File: config.mk
export PLATFORM = sky130hd
export DESIGN_NAME = flash_write_sched
export DESIGN_NICKNAME = d
export VERILOG_FILES = /design/src/rtl/flash_pkg.sv /design/src/rtl/flash_chunk_calc.sv /design/src/rtl/flash_write_sched.sv
export SDC_FILE = /design/constraint.sdc
export NUM_CORES = 1
export LEC_CHECK = 0
export ABC_AREA = 0
export CORE_MARGIN = 2
export CORE_UTILIZATION = 37
export CTS_CLUSTER_SIZE = 20
export DETAILED_ROUTE_END_ITERATION = 8
export HOLD_SLACK_MARGIN = 0.1
export SETUP_SLACK_MARGIN = 0.4
export SLEW_MARGIN = 5
export SYNTH_ARGS = -nofsm -noshare
export SYNTH_HDL_FRONTEND = slang
export SYNTH_SLANG_ARGS = --single-unit
File: constraint.sdc
create_clock -name i_clk -period 3.6 [get_ports i_clk]
set_input_delay 0.36 -clock i_clk [delete_from_list [all_inputs] [get_ports i_clk]]
set_output_delay 0.36 -clock i_clk [all_outputs]
set_load 0.005 [all_outputs]
File: src/rtl/flash_pkg.sv
// Shared definitions for the SPI-flash front-end blocks: op-type codes,
// geometry, scheduler state encoding and request arithmetic helpers.
package flash_pkg;

    localparam int ADDR_W     = 24;
    localparam int LEN_W      = 16;
    localparam int NUM_W      = 9;
    localparam int PAGE_BYTES = 256;

    localparam logic [1:0] OP_CMD   = 2'd0;
    localparam logic [1:0] OP_READ  = 2'd1;
    localparam logic [1:0] OP_WRITE = 2'd2;

    typedef enum logic [2:0] {
        IDLE  = 3'd0,
        CHECK = 3'd1,
        CALC  = 3'd2,
        ISSUE = 3'd3,
        WAIT  = 3'd4,
        DONE  = 3'd5
    } sched_state_e;

    // A request is illegal when empty or when it would run past the top of the 24-bit space.
    function automatic logic req_illegal(input logic [ADDR_W-1:0] addr,
                                         input logic [LEN_W-1:0]  len);
        logic [ADDR_W:0] end_s;
        end_s = {1'b0, addr} + {{(ADDR_W-LEN_W+1){1'b0}}, len};
        return (len == {LEN_W{1'b0}}) || (end_s > {1'b1, {ADDR_W{1'b0}}});
    endfunction

    // Bytes left between addr and the next page boundary (1..page).
    function automatic logic [NUM_W-1:0] page_room(input logic [ADDR_W-1:0] addr,
                                                   input logic [NUM_W-1:0]  page);
        logic [NUM_W-1:0] off_s;
        off_s = addr[NUM_W-1:0] & (page - NUM_W'(1));
        return page - off_s;
    endfunction

endpackage

File: src/rtl/flash_chunk_calc.sv
// Registered chunk-size calculator: min(remaining bytes, room left in the current page).
module flash_chunk_calc
    import flash_pkg::*;
#(
    parameter int P_PAGE_BYTES = PAGE_BYTES
) (
    input  logic              clk_i,
    input  logic              rst_i,
    input  logic [ADDR_W-1:0] addr_i,
    input  logic [LEN_W-1:0]  rem_i,
    output logic [NUM_W-1:0]  chunk_o
);

    localparam logic [NUM_W-1:0] PAGE_C = NUM_W'(P_PAGE_BYTES);

    logic [NUM_W-1:0] room_s;
    logic [NUM_W-1:0] chunk_d;
    logic [NUM_W-1:0] chunk_q;

    // Pick the smaller of the page room and the bytes still to be written.
    always_comb begin
        room_s = page_room(addr_i, PAGE_C);
        if (rem_i < {{(LEN_W-NUM_W){1'b0}}, room_s}) begin
            chunk_d = rem_i[NUM_W-1:0];
        end else begin
            chunk_d = room_s;
        end
    end

    // Result register, sampled by the scheduler while it sits in CALC.
    always_ff @(posedge clk_i) begin
        if (rst_i) begin
            chunk_q <= {NUM_W{1'b0}};
        end else begin
            chunk_q <= chunk_d;
        end
    end

    assign chunk_o = chunk_q;

endmodule

File: src/rtl/flash_write_sched.sv
// Page-aware write sequencer: splits one long write request into page-program
// commands and issues them one at a time on the flash controller op port.
module flash_write_sched
    import flash_pkg::*;
#(
    parameter int         P_PAGE_BYTES = PAGE_BYTES,
    parameter int         P_TIMEOUT    = 1000000,
    parameter logic [1:0] P_OP_WRITE   = OP_WRITE
) (
    input  logic              i_clk,
    input  logic              i_rst,
    input  logic [ADDR_W-1:0] i_req_addr,
    input  logic [LEN_W-1:0]  i_req_len,
    input  logic              i_req_valid,
    output logic              o_req_ready,
    output logic [1:0]        o_op_typ,
    output logic [ADDR_W-1:0] o_op_addr,
    output logic [NUM_W-1:0]  o_op_num,
    output logic              o_op_valid,
    input  logic              i_op_ready,
    input  logic              i_op_done,
    output logic              o_busy,
    output logic              o_done,
    output logic              o_err
);

    localparam int              TMO_W    = $clog2(P_TIMEOUT) + 1;
    localparam logic [TMO_W-1:0] TMO_LAST = TMO_W'(P_TIMEOUT - 1);

    sched_state_e      state_q;
    logic [ADDR_W-1:0] addr_q;
    logic [LEN_W-1:0]  rem_q;
    logic [ADDR_W-1:0] op_addr_q;
    logic [NUM_W-1:0]  op_num_q;
    logic              op_valid_q;
    logic              req_ready_q;
    logic              busy_q;
    logic              done_q;
    logic              err_q;
    logic [TMO_W-1:0]  tmo_q;
    logic [NUM_W-1:0]  chunk_s;
    logic              accept_s;

    assign accept_s = i_req_valid & req_ready_q;

    flash_chunk_calc #(
        .P_PAGE_BYTES (P_PAGE_BYTES)
    ) u_chunk_calc (
        .clk_i   (i_clk),
        .rst_i   (i_rst),
        .addr_i  (addr_q),
        .rem_i   (rem_q),
        .chunk_o (chunk_s)
    );

    // Sequencer FSM with all outputs registered.
    always_ff @(posedge i_clk) begin
        if (i_rst) begin
            state_q     <= IDLE;
            addr_q      <= {ADDR_W{1'b0}};
            rem_q       <= {LEN_W{1'b0}};
            op_addr_q   <= {ADDR_W{1'b0}};
            op_num_q    <= {NUM_W{1'b0}};
            op_valid_q  <= 1'b0;
            req_ready_q <= 1'b1;
            busy_q      <= 1'b0;
            done_q      <= 1'b0;
            err_q       <= 1'b0;
            tmo_q       <= {TMO_W{1'b0}};
        end else begin
            done_q <= 1'b0;
            err_q  <= 1'b0;
            case (state_q)
                // DONE already shows ready, so it accepts exactly like IDLE.
                IDLE, DONE: begin
                    if (accept_s) begin
                        addr_q      <= i_req_addr;
                        rem_q       <= i_req_len;
                        err_q       <= req_illegal(i_req_addr, i_req_len);
                        req_ready_q <= 1'b0;
                        busy_q      <= 1'b1;
                        state_q     <= CHECK;
                    end else begin
                        state_q <= IDLE;
                    end
                end
                // err_q was loaded with the legality verdict at accept time.
                CHECK: begin
                    if (err_q) begin
                        req_ready_q <= 1'b1;
                        busy_q      <= 1'b0;
                        state_q     <= IDLE;
                    end else begin
                        state_q <= CALC;
                    end
                end
                CALC: begin
                    op_addr_q  <= addr_q;
                    op_num_q   <= chunk_s;
                    op_valid_q <= 1'b1;
                    state_q    <= ISSUE;
                end
                ISSUE: begin
                    if (i_op_ready) begin
                        op_valid_q <= 1'b0;
                        addr_q     <= addr_q + ADDR_W'(op_num_q);
                        rem_q      <= rem_q - LEN_W'(op_num_q);
                        tmo_q      <= {TMO_W{1'b0}};
                        state_q    <= WAIT;
                    end else begin
                        state_q <= ISSUE;
                    end
                end
                WAIT: begin
                    if (i_op_done) begin
                        if (rem_q != {LEN_W{1'b0}}) begin
                            state_q <= CALC;
                        end else begin
                            done_q      <= 1'b1;
                            req_ready_q <= 1'b1;
                            busy_q      <= 1'b0;
                            state_q     <= DONE;
                        end
                    end else if (tmo_q == TMO_LAST) begin
                        err_q       <= 1'b1;
                        req_ready_q <= 1'b1;
                        busy_q      <= 1'b0;
                        state_q     <= IDLE;
                    end else begin
                        tmo_q <= tmo_q + TMO_W'(1);
                    end
                end
                default: begin
                    op_valid_q  <= 1'b0;
                    req_ready_q <= 1'b1;
                    busy_q      <= 1'b0;
                    state_q     <= IDLE;
                end
            endcase
        end
    end

    assign o_req_ready = req_ready_q;
    assign o_op_typ    = P_OP_WRITE;
    assign o_op_addr   = op_addr_q;
    assign o_op_num    = op_num_q;
    assign o_op_valid  = op_valid_q;
    assign o_busy      = busy_q;
    assign o_done      = done_q;
    assign o_err       = err_q;

endmodule

## Word-level counts from Yosys, hierarchy flattened

Index checks and enable logic that the tools add are counted.

| storage, ports and cells | value |
|---|---|
| register bits | 111 |
| input bits | 45 |
| output and inout bits | 40 |
| word-level logic and storage cells | 88 |

| operators by class | value |
|---|---|
| add/subtract/negate cells | 5 |
| order comparisons | 2 |
| eq/ne operators | 13 |
| muxes and demuxes | 37 |
| bitwise logic cells | 5 |
| reductions and logical operators | 14 |

Operators by type and width:

| kind | number |
|---|---|
| 21-bit 2-to-1 mux | 3 |
| 24-bit 2-to-1 mux | 2 |
| 24-bit case mux with 2 select lines | 1 |
| 21-bit case mux with 2 select lines | 1 |
| 16-bit 2-to-1 mux | 2 |
| 16-bit case mux with 2 select lines | 1 |
| 24-bit by 16-bit adder with 25-bit output | 1 |
| 25-bit > comparator, second input constant | 1 |
| 24-bit by 9-bit adder with 24-bit output | 1 |
| 21-bit by 1-bit adder with 21-bit output, second input constant | 1 |
| 21-bit by 20-bit equality test with 1-bit output, second input constant | 1 |
| 16-bit zero test | 1 |
| 16-bit by 9-bit < comparator with 1-bit output | 1 |
| 1-bit 2-to-1 mux | 16 |
| 16-bit nonzero test | 1 |
| 16-bit by 9-bit subtractor with 16-bit output | 1 |
| 3-bit case mux with 5 select lines | 1 |
| 3-bit 2-to-1 mux | 4 |
| 2-bit inequality test, second input constant | 5 |
| 9-bit 2-to-1 mux | 1 |
| 9-bit by 8-bit subtractor with 9-bit output, first input constant | 1 |
| 1-bit case mux with 4 select lines | 2 |
| 3-bit by 2-bit equality test with 1-bit output, second input constant | 2 |
| 3-bit equality test, second input constant | 2 |
| 17 further kinds | 23 |

## Longest topological paths before layout

| depth | value |
|---|---|
| depth in word-level cells | 5 |
| mapped depth | 12 |
| depth with buffers taken out | 11 |

## Cells and area by module

A second synthesis with hierarchy kept.

| unflattened totals | value |
|---|---|
| cells, all modules | 946 |
| area total of the unflattened synthesis | 7238.2 um^2 |

Modules (own cells, without submodules):

| module | instances | cells an instance | area each (um^2) | sequential area each (um^2) |
|---|---|---|---|---|
| flash_write_sched | 1 | 864 | 6532.5 | 2042.0 |
| flash_chunk_calc | 1 | 82 | 705.7 | 180.2 |

## Worst setup path before layout

OpenSTA, ideal clock, no wires.

| timing path | value |
|---|---|
| path kind | input to register |
| from | input i_req_addr[0] |
| to | register err_q (netlist: o_err) |
| library setup time | 0.135 ns |
| arrival time | 2.582 ns |
| required time | 3.465 ns |
| slack | 0.883 ns |
| stages on the path | 9 |
| buffers on the path | 0 |
| cell sequence | ha_1 fa_1 a211oi_2 o31ai_1 or4_4 a2111oi_2 nand2_1 nor3_1 a41oi_1 |

| between the ends | value |
|---|---|
| cells in the longest elaborated chain, start to end | 5 |

RTL lines:

| item | line | RTL |
|---|---|---|
| from (decl) | flash_write_sched.sv:12 | `input logic [ADDR_W-1:0] i_req_addr,` |
| 24-bit by 16-bit adder with 25-bit output | flash_pkg.sv:27 | `end_s = {1'b0, addr} + {{(ADDR_W-LEN_W+1){1'b0}}, len};` |
| 25-bit > comparator | flash_pkg.sv:28 | `return (len == {LEN_W{1'b0}}) \|\| (end_s > {1'b1, {ADDR_W{1'b0}}});` |
| 1-bit logical OR | flash_pkg.sv:28 |  |
| 1-bit 2-to-1 mux | flash_write_sched.sv:76 | `if (accept_s) begin` |
| 1-bit case mux with 2 select lines | flash_write_sched.sv:73 | `case (state_q)` |
| to (signal assigned) | flash_write_sched.sv:79 | `err_q <= req_illegal(i_req_addr, i_req_len);` |
| to (decl) | flash_write_sched.sv:39 | `logic err_q;` |

No other way between the ends.
A chain may end at the register's enable or synchronous reset.

## Final worst setup path

| timing path | value |
|---|---|
| from | input i_req_len[0] |
| to | register err_q (netlist: o_err) |

| between the ends | value |
|---|---|
| cells in the longest elaborated chain, start to end | 5 |
| elaborated cells between the ends (all ways) | 6 |
| classes of those cells | 1 x add/sub; 1 x order compare; 2 x mux; 2 x reduce/logical |

RTL lines:

| item | line | RTL |
|---|---|---|
| from (decl) | flash_write_sched.sv:13 | `input logic [LEN_W-1:0] i_req_len,` |
| 24-bit by 16-bit adder with 25-bit output | flash_pkg.sv:27 |  |
| 25-bit > comparator | flash_pkg.sv:28 |  |
| 1-bit logical OR * | flash_pkg.sv:28 |  |
| 1-bit 2-to-1 mux * | flash_write_sched.sv:76 |  |
| 1-bit case mux with 2 select lines * | flash_write_sched.sv:73 |  |

Mark *: on every way between the ends. The rest lies on a longest branch, timed or not.

==> flow_summary.yaml <==
global_routing:
  first_global_vias: 7069
  grt_use_total_pct: 22.1
  grt_max_degree: 77
  globalRoute.totalOverflow: 0
  grt_pass1_wl_um: 38000
  antenna_found_initial: 0
sta:
  fmax_mhz: 321
  drv_slew: 0
  report.final.setup_viol: 0
  rsz0062_at_grt: "true"
  hold_viol: 0
  finalCritPeriodShare_pct: 86.6
  slew_headroom_pct: 43.5
  layout_setup_ws_ns: 0.483
  fin_tns_setup_ns: 0
  fin_hold_ws_ns: 0.429
  tightestPinTransition_ns: 0.847
  skew_ns: 0.0100
  fin_crit_ns: 3.12
floorplanning:
  start_util_pct: 37.6
  die_h_um: 147
  die_w_um: 147
  core-area_sq_um: 20200
  row_count: 52
  io_pins: 85
  die-area_sq_um: 21700
synth:
  synth.avg_cell_area_sq_um: 7.70
  synth_seq_cells: 111
  synth_area_sq_um: 7590
  synthCells: 986
  ys_async_sr_fraction_pct: 0
  ys_seq_area_share_pct: 29.3
  synth_edf_count: 0
  mappedNetlistNets: 1078
  ys_types: 86
  synthFlopType: "dfxtp_1"
  yosysWarnings: 0
clock_tree:
  path_clk_slew_ns: 0.07
  clk_latency_ns: 0.36
  root_buffer: "clkbuf_16"
  cts_buffers: 9
  cts_buffer_depth: 2
  cts_num_sinks: 111
  cts_max_level: 3
  post_cts_buffers: 0
  cts_tree: "yes"
placement:
  port_buffers: 82
  routabilityCongestion: 1.00
  dpl.hpwl_um: 18400
  pre_cts_slack_ns: 0.101
worst_hold_path:
  min_from: "i_rst"
  hold_path_class: "input port to register"
  min_path_cells: 3
  hold_path_end: "o_req_ready$_SDFFE_PP1P_"
power:
  power_uw: 4380
  power.internal_uw: 2720
  pwr-share-seq_pct: 35.8
  combPwrFrac_pct: 38.8
  p_switching_uw: 1660
  swShare_pct: 37.9
  power_density_nw_per_um2: 488
  irDropWorstVdd_mv: 0.259
  clkPwrFrac_pct: 25.4
  leakage_uw: 0.00335
setup_path:
  cp.arrival_ns: 3.36
  path_delay_family: "compound AO/OA/AOI/OAI gates"
  cp_max_fo: 4
  path_buf_inv: 1
  critical_path.cell_chain: "clkdlybuf4s50_1 -> ha_1 -> fa_1 -> a211oi_2 -> o31ai_1 -> or4_4 -> a2111oi_2 -> nand2_1 -> nor3_1 -> a41oi_1"
  cpPeakStageDelay_ns: 0.54
  r2r_start: "addr_q[2]$_SDFFE_PP0P_"
  r2r_slack_ns: 0.68
  crit_path_top_delay_cell: "or4_4"
  crit_type: "input port to register"
  critPathLaunchType: "input port"
  reg2reg_to: "u_chunk_calc.chunk_o[3]$_SDFF_PP0_"
  crit_path_end_kind: "register"
  r2r_cells: 9
  required_ns: 3.84
routing:
  drc: 0
  vias: 7495
  wirelength_um: 24100
  drt-pass1-iter-count: 4
  avgViaCountPerCell: 5.67
  ant_nets: 0
  routedWlPerCell_um: 18.2
  initialDrtViolationCount: 473
layout:
  layout-drive-gt1-share_pct: 7.04
  nets: 1138
  areaGrowthSynthToFinish_pct: 18.4
  final_cell_mix: "nand2_1 (133), dfxtp_1 (111), nor2_1 (81), clkdlybuf4s50_1 (81), a21oi_1 (71)"
  diodes: 0
  layout_commonest_cell: "nand2_1"
flow_run:
  cap_violations: 0
status:
  status: "completed"
==> metrics by stage <==
| step | cells | instance area, sq um | util, % |
|---|---|---|---|
| after CTS | 1321 | 8970 | 44.5 |
| after global placement | 1305 | 8640 | 42.8 |
| after floorplan | 986 | 7590 | - |
| after global routing | 1321 | 8980 | 44.5 |
| after detailed placement | 1305 | 8640 | 42.8 |
| final | 1321 | 8980 | 44.5 |
==> kinds of logic after synthesis <==
group	share of synthesized area, %
AO/OA/AOI/OAI	24.9
multiplexers	0.940
flip-flops	29.3
AND/OR/NAND/NOR	27.1
buffers and inverters	5.80
adder cells (fa/ha/maj)	8.05
other	0.0990
XOR/XNOR	3.81
==> synth_stat cells (6+ instances only) <==
master | n | area share [%]
a2111oi_0 | 7 | 0.81
a211o_1 | 6 | 0.69
a211oi_1 | 19 | 1.9
a21boi_0 | 9 | 0.89
a21o_1 | 15 | 1.5
a21oi_1 | 71 | 4.7
a311oi_1 | 8 | 0.92
a31oi_1 | 18 | 1.5
and3_1 | 24 | 2.0
and4_1 | 6 | 0.69
buf_2 | 10 | 0.66
buf_4 | 7 | 0.69
clkbuf_1 | 34 | 1.7
dfxtp_1 | 111 | 29
ha_1 | 44 | 7.3
inv_1 | 40 | 2.0
mux2i_1 | 6 | 0.79
nand2_1 | 134 | 6.6
nand2b_1 | 7 | 0.58
nand3_1 | 31 | 2.0
nand4_1 | 14 | 1.2
nor2_1 | 81 | 4.0
nor2b_1 | 10 | 0.82
nor3_1 | 45 | 3.0
nor4_1 | 13 | 1.1
o21a_1 | 14 | 1.4
o21ai_0 | 39 | 2.6
or3_1 | 13 | 1.1
xnor2_1 | 14 | 1.6
xor2_1 | 19 | 2.2
==> worst register-to-register path, delay by kind of cell, from the launching register on <==
family | cells | cell delay [ns]
AND/OR/NAND/NOR | 5 | 1.27
adder cells (fa/ha/maj) | 1 | 0.25
flip-flops | 1 | 0.41
AO/OA/AOI/OAI | 2 | 0.65
XOR/XNOR | 1 | 0.24
==> what timing repair did <==
item / CTS / global route
setup endpoints to repair: 0 / 11
gates resized for setup: 0 / 3
hold buffers: 0 / 0
==> metal layers <==
metal | share of wire (%) | vias up | track usage [%]
li1 | - | 3730 | -
met1 | 45 | 3566 | 27.8
met2 | 47 | 160 | 37.4
met3 | 4.8 | 39 | 4.53
met4 | 3.1 | 0 | 7.79
met5 | 0 | - | 0
==> final cells by class <==
type                       count  area, sq um
clock buffer                  10          229
multi-input combinational    778         4950
clock inverter                 6          100
timing repair buffer         106          996
sequential                   111         2220
fill                        2066        11200
inverter                      40          150
tap                          270          338
==> power groups by stage <==
stage | logic [uW] | clock network (uW) | registers (uW)
2_1_floorplan | 1220 | 0 | 1530
3_3_place_gp | 1670 | 0 | 1590
3_5_place_dp | 1670 | 0 | 1600
4_1_cts | 1680 | 1140 | 1570
5_1_grt | 1900 | 1180 | 1590
6_report | 1700 | 1110 | 1570
==> worst max-delay path by stage <==
stage | from | end | depth (start not counted)
finish | i_req_len[0] | o_err$_SDFF_PP0_ | 10
detailed placement | i_req_len[0] | o_err$_SDFF_PP0_ | 11
global route | i_req_len[0] | o_err$_SDFF_PP0_ | 10
global placement | i_req_len[0] | o_err$_SDFF_PP0_ | 10
floorplan | i_req_addr[0] | o_err$_SDFF_PP0_ | 9
CTS | i_req_len[0] | o_err$_SDFF_PP0_ | 11
==> registers in the layout, summed over array words and instances (netlist names), 3 cells and up <==
signal and count:
rem_q 16, state_q 3, addr_q 24, u_chunk_calc.chunk_o 9, o_op_addr 24, tmo_q 21
o_op_num 9
Power figures use the tool's default switching activity.
